[config.mk]
export PLATFORM = sky130hd
export DESIGN_NAME = dmem_arbiter
export DESIGN_NICKNAME = d
export VERILOG_FILES = /design/src/rtl/dmem_arbiter.sv
export SDC_FILE = /design/constraint.sdc
export NUM_CORES = 1
export LEC_CHECK = 0
export BUFFER_PORTS_ARGS = -buffer_cell sky130_fd_sc_hd__buf_2
export CORE_UTILIZATION = 45
export CTS_BUF_LIST = sky130_fd_sc_hd__clkbuf_8
export CTS_CLUSTER_DIAMETER = 100
export DETAILED_ROUTE_END_ITERATION = 10
export PLACE_DENSITY_LB_ADDON = 0.3
export SLEW_MARGIN = 20
export SYNTH_ARGS = -nofsm -noshare
export SYNTH_HDL_FRONTEND = slang
export SYNTH_SLANG_ARGS = --single-unit
export TNS_END_PERCENT = 20
[constraint.sdc]
create_clock -name clk -period 4.53 [get_ports clk]
set_clock_uncertainty 0.15 [all_clocks]
set_input_delay 0.906 -clock clk [delete_from_list [all_inputs] [get_ports clk]]
set_output_delay 0.906 -clock clk [all_outputs]
set_load 0.01 [all_outputs]
[src/rtl/dmem_arbiter.sv]
// Arbitrates the single-port data memory between the CPU MEM stage (port 0) and a DMA/loader master (port 1).
// Latency: gnt is combinational in IDLE, memory is driven in the following ACCESS cycle, and ack/err plus rdata are registered one cycle after that.
// Backpressure: one access every two cycles; requests seen during ACCESS are ignored. Define ARB_FIXED_PRIO_EN to make port 0 always win.
module dmem_arbiter #(
  parameter int          RAM_SIZE_BIT = 9,
  parameter logic [31:0] LED_ADDR     = 32'h4000000C
) (
  input  logic        clk,
  input  logic        reset,
  input  logic        req0,
  input  logic        req1,
  input  logic        we0,
  input  logic        we1,
  input  logic [31:0] addr0,
  input  logic [31:0] addr1,
  input  logic [31:0] wdata0,
  input  logic [31:0] wdata1,
  output logic        gnt0,
  output logic        gnt1,
  output logic        ack0,
  output logic        ack1,
  output logic        err0,
  output logic        err1,
  output logic [31:0] rdata0,
  output logic [31:0] rdata1,
  output logic [31:0] mem_addr,
  output logic [31:0] mem_wdata,
  output logic        mem_read,
  output logic        mem_write,
  input  logic [31:0] mem_rdata
);

  typedef enum logic {IDLE, ACCESS} state_t;

  state_t      state, state_nxt;
  logic        owner;
  logic        lat_we;
  logic [31:0] lat_addr;
  logic [31:0] lat_wdata;
  logic        any_req;
  logic        win1;
  logic        legal;

  assign any_req = req0 | req1;

`ifdef ARB_FIXED_PRIO_EN
  // Port 0 takes every tie; port 1 only wins when it is the sole requester.
  assign win1 = req1 & ~req0;
`else
  // ptr == 1 means port 1 is favoured on the next tie.
  logic ptr;
  assign win1 = req1 & (~req0 | ptr);

  // After each grant the pointer favours the port that did not win.
  always_ff @(posedge clk or posedge reset) begin
    if (reset)
      ptr <= 1'b0;
    else if (state == IDLE && any_req)
      ptr <= ~win1;
  end
`endif

  // Only word-aligned RAM addresses or the LED register reach memory.
  assign legal = (lat_addr[1:0] == 2'b00) &&
                 ((lat_addr[31:RAM_SIZE_BIT+2] == '0) || (lat_addr == LED_ADDR));

  // State register; async reset drops an in-flight access immediately.
  always_ff @(posedge clk or posedge reset) begin
    if (reset)
      state <= IDLE;
    else
      state <= state_nxt;
  end

  // Next state, grants and memory pins; memory pins stay quiet outside ACCESS.
  always_comb begin
    state_nxt = state;
    gnt0      = 1'b0;
    gnt1      = 1'b0;
    mem_addr  = 32'h0;
    mem_wdata = 32'h0;
    mem_read  = 1'b0;
    mem_write = 1'b0;
    case (state)
      IDLE: begin
        if (any_req) begin
          gnt0      = ~win1;
          gnt1      = win1;
          state_nxt = ACCESS;
        end
      end
      ACCESS: begin
        mem_addr  = lat_addr;
        mem_wdata = lat_wdata;
        mem_read  = legal & ~lat_we;
        mem_write = legal & lat_we;
        state_nxt = IDLE;
      end
      default: state_nxt = IDLE;
    endcase
  end

  // Capture the winning request on the grant edge.
  always_ff @(posedge clk or posedge reset) begin
    if (reset) begin
      owner     <= 1'b0;
      lat_we    <= 1'b0;
      lat_addr  <= 32'h0;
      lat_wdata <= 32'h0;
    end else if (state == IDLE && any_req) begin
      owner     <= win1;
      lat_we    <= win1 ? we1    : we0;
      lat_addr  <= win1 ? addr1  : addr0;
      lat_wdata <= win1 ? wdata1 : wdata0;
    end
  end

  // Completion: one-cycle ack or err to the owner; rdata held until that port's next completion.
  always_ff @(posedge clk or posedge reset) begin
    if (reset) begin
      ack0   <= 1'b0;
      ack1   <= 1'b0;
      err0   <= 1'b0;
      err1   <= 1'b0;
      rdata0 <= 32'h0;
      rdata1 <= 32'h0;
    end else begin
      ack0 <= 1'b0;
      ack1 <= 1'b0;
      err0 <= 1'b0;
      err1 <= 1'b0;
      if (state == ACCESS) begin
        if (owner) begin
          ack1   <= legal;
          err1   <= ~legal;
          rdata1 <= (legal && !lat_we) ? mem_rdata : 32'h0;
        end else begin
          ack0   <= legal;
          err0   <= ~legal;
          rdata0 <= (legal && !lat_we) ? mem_rdata : 32'h0;
        end
      end
    end
  end

endmodule

## Word-level counts from Yosys, hierarchy flattened

Cells that the tools add are included.

| storage, ports and cells | value |
|---|---|
| register bits | 136 |
| input port bits | 166 |
| output and inout bits | 136 |
| word-level logic and storage cells | 55 |

| operators by class | value |
|---|---|
| equality and inequality tests | 1 |
| muxes and demuxes | 22 |
| bitwise operators | 11 |
| reductions and logical operators | 9 |

Operators by type and width:

| cell | count |
|---|---|
| 2-to-1 mux 32 bit | 5 |
| == test 32 x 31 -> 1 bit, second input constant | 1 |
| logical NOT 21 bit | 1 |
| 2-to-1 mux 1 bit | 16 |
| NOT 1 bit | 6 |
| AND reduction 2 bit | 2 |
| AND 1 bit | 3 |
| logical AND 1 bit | 3 |
| logical NOT 2 bit | 1 |
| bitwise OR 1 bit | 2 |
| case mux 1 bit (2 select lines) | 1 |
| logical NOT 1 bit | 1 |
| logical OR 1 bit | 1 |

## Longest topological paths before layout

| logic depth | value |
|---|---|
| word-level depth | 6 |
| mapped depth | 7 |
| mapped depth without buffers | 4 |

## Worst setup path after synthesis

OpenSTA, ideal clock, no wires.

| path | value |
|---|---|
| path type | reg-to-output |
| start | register lat_addr[6] |
| end | output port mem_read |
| data arrival time | 1.951 ns |
| required time | 3.474 ns |
| setup slack | 1.523 ns |
| cell stages (with the launch flop) | 5 |
| buffers on the path | 1 |
| path through | dfrtp_1 > or4_1 > o41a_1 > buf_2 > nor4_1 |

| on the way | value |
|---|---|
| cells in the longest elaborated chain, start to end | 5 |

Ends and longest elaborated chain:

| item | line | source |
|---|---|---|
| from (decl) | 38 | `logic [31:0] lat_addr;` |
| from (signal assigned) | 113 | `lat_addr <= win1 ? addr1 : addr0;` |
| == test 32 x 31 -> 1 bit | 65 | `((lat_addr[31:RAM_SIZE_BIT+2] == '0) \|\| (lat_addr == LED_ADDR));` |
| logical OR 1 bit | 65 |  |
| logical AND 1 bit | 64 | `assign legal = (lat_addr[1:0] == 2'b00) &&` |
| AND 1 bit | 95 | `mem_read = legal & ~lat_we;` |
| 2-to-1 mux 1 bit | 84 | `case (state)` |
| to (decl) | 28 | `output logic mem_read,` |

Every way passes these cells.

## Worst setup path in the final report

| path | value |
|---|---|
| start | register lat_addr[22] |
| end | output port mem_read |

| on the way | value |
|---|---|
| cells in the longest elaborated chain, start to end | 5 |
| elaborated cells between the ends (all ways) | 6 |
| those cells by class | eq/ne: 1; mux: 1; bitwise: 1; reduce/logical: 3 |

Ends and longest elaborated chain:

| item | line |
|---|---|
| == test 32 x 31 -> 1 bit or logical NOT 21 bit (tied branches) | 65 |
| logical OR 1 bit (*) | 65 |
| logical AND 1 bit (*) | 64 |
| AND 1 bit (*) | 95 |
| 2-to-1 mux 1 bit (*) | 84 |

Mark *: on every way between the ends. The rest lies on a longest branch, timed or not.

==> results.toml <==
[outcome]
outcome = "finished, final reports clean"

[routing]
drtPass1Iterations = 4
ant_nets = 0
finalWirelength_mm = 21.1
vias = 6581
routedWlPerCell_um = 18.1
dr.first_iter.drc_count = 495
drc = 0
vias_per_cell = 5.65

[timing]
setup_viol = 0
timing.final.hold_violations = 0
min_period_ps = 3450
worst_pin_slew_ps = 878
period_share_pct = 76.3
rsz0062_at_grt = "false"
tns_ps = 0
relSlewSlack_pct = 41.5
finalMaxSlewViolations = 0
worst_slack_ps = 1080
fmax_mhz = 289
whs_ps = 321

[critical_path]
r2r_slack_ps = 1870
reg2regPathDepth = 4
cpLargestDelayFamily = "simple AND/OR/NAND/NOR gates"
critPathMostFrequentCell = "nor4_1"
critical_path_required_ps = 3470
worstPathCellList = "nor4_1, nand4_1, buf_4, nor4_1, buf_2"
crit_start = "lat_addr[22]"
slowest_delay_ps = 440
path_class = "register to output pin"
worst_path_max_delay_cell = "nor4_1"
crit_buf_inv = 2
reg2reg_to = "rdata0[20]"
rr_startpoint = "lat_addr[9]"
crit_fanout = 68
worstPathArrival_ps = 2400
worstSetupEndpointType = "output pin"
start_kind = "register"

[finish]
fin_nets = 1132
layout_common_cells = "buf_2, dfrtp_1, nand2_1"
drive_above_1_share_pct = 38.0
layout_commonest_cell = "buf_2"
synthToLayoutAreaGrowth_pct = 28.4
postLayoutCoreUtil_pct = 60.0
n_fill_cell = 1298

[yosys]
synth_warnings = 0
synth_area_um2 = 6900
syn_area_per_cell_um2 = 9.77
synthCells = 706
synth_nets = 872
synth_seq_area_share_pct = 49.3
synth_seq_cells = 136
ys_types = 29

[die]
core-area_um2 = 14800
die_area_um2 = 15800
die_x_um = 126
fp.dieH_um = 126
rows = 44
start_util_pct = 46.8
ios = 302

[cts]
clock-sinks = 136
cts_tree = "built"
cts_buffers = 17
cts_resized = 0
cts-root-buf = "clkbuf_8"
postCtsHoldBufs = 0
cts-htree-levels = 4
clk_latency_ps = 450
cts_setup_buffers = 0
clk_pin_slew_ps = 70
cts_max_path_buffers = 2

[hold_path]
hold-path-endpoint = "rdata0[13]"
holdPathStages = 2
hp-class = "register to register"
hold_start = "rdata0[13]"

[placed_design]
place.gp.congestion = 0.857
dpl.hpwl_mm = 13.8
io_buffers = 301
post-place-ws_ps = 1100

[global_routing]
grt_pass1_vias = 6286
track_usage_pct = 26.7
grt_pass1_wl_mm = 33.1
grt_max_degree = 137
antenna_found_initial = 1
overflow = 0

[flow_run]
maxCapViolCount = 0

[power]
vdd_drop_max_mv = 0.154
p_per_area_nw_per_um2 = 356
p_leak_nw = 4.43
-- metal layers --
| metal | part of all wire (%) | global-route usage (%) | wire length (um) | up-vias |
|---|---|---|---|---|
| li1 | - | - | - | 3058 |
| met1 | 42 | 35.0 | 8890 | 3197 |
| met2 | 48 | 43.2 | 10200 | 291 |
| met3 | 7.2 | 6.07 | 1530 | 35 |
| met4 | 2.5 | 9.99 | 524 | 0 |
| met5 | 0 | 0 | 0 | - |
-- cell usage after synthesis (all sizes together) --
| library cell | instances | area, um^2 |
|---|---|---|
| nand3b | 1 | 7.51 |
| o41a | 1 | 11.3 |
| nand2b | 2 | 12.5 |
| o21bai | 1 | 7.51 |
| buf | 6 | 42.5 |
| clkinv | 1 | 3.75 |
| nand2 | 131 | 492 |
| a211oi | 1 | 7.51 |
| clkbuf | 69 | 259 |
| a21o | 1 | 7.51 |
| nor3 | 1 | 5.00 |
| a31oi | 22 | 138 |
| nor4 | 9 | 56.3 |
| nor2 | 23 | 86.3 |
| nand4 | 1 | 6.26 |
| o21ai | 20 | 100 |
| inv | 3 | 11.3 |
| a221o | 45 | 450 |
| and4 | 1 | 8.76 |
| o41ai | 65 | 719 |
| dfrtp | 136 | 3400 |
| or4 | 1 | 7.51 |
| o211ai | 20 | 150 |
| and2 | 111 | 694 |
| nor2b | 34 | 213 |
-- flip-flops by register name, summed over array words and instances (netlist names) --
name,cells
state,1
err0,1
owner,1
rdata1,32
lat_addr,32
rdata0,32
err1,1
lat_wdata,32
lat_we,1
ptr,1
ack0,1
ack1,1
-- cell type report --
cell class,instances,area [um^2],share of cell area [%]
flip-flops and latches,136,3400,38.4
repair buffers,316,1640,18.6
clock buffers,19,262,2.95
clock inverters,13,90.1,1.02
diodes,1,2.50,0.0282
well taps,184,230,2.60
inverters,4,18.8,0.212
multi-input cells,491,3210,36.2
-- per-stage QoR --
step / instance area [um^2] / power (mW) / std cells
finish: 8860 / 3.15 / 1164
global route: 8860 / 3.33 / 1164
CTS: 8840 / 3.17 / 1162
detailed placement: 8490 / 2.25 / 1130
global placement: 8490 / 2.24 / 1130
floorplan: 6900 / 1.95 / 706
-- report_power, final --
part,internal [mW],switching (mW),leakage (nW)
combinational,0.327,0.466,2.47
clock,0.448,0.464,0.196
sequential,1.34,0.102,1.77
-- worst reg2reg max path, delay by kind of cell (launching register included) --
kind	cells	cell delay (ps)
AO/OA/AOI/OAI	2	1040
AND/OR/NAND/NOR	1	540
flip-flops	1	400
buffers and inverters	1	400
-- cells by family (layout without fill, tap and decap cells) --
family	after synthesis	in the layout	synth area share, %
compound gates	176	176	23.1
flops	136	136	49.3
simple gates	315	315	23.0
other cells	0	1	0
buf+inv	79	352	4.59
-- how the worst max path moves through the flow --
| stage | endpoint | depth (start not counted) |
|---|---|---|
| floorplan | mem_read | 4 |
| global placement | gnt1 | 4 |
| detailed placement | gnt1 | 4 |
| CTS | mem_write | 4 |
| global route | mem_write | 5 |
| finish | mem_read | 5 |
Note: power is estimated with default switching activity, not from simulation.
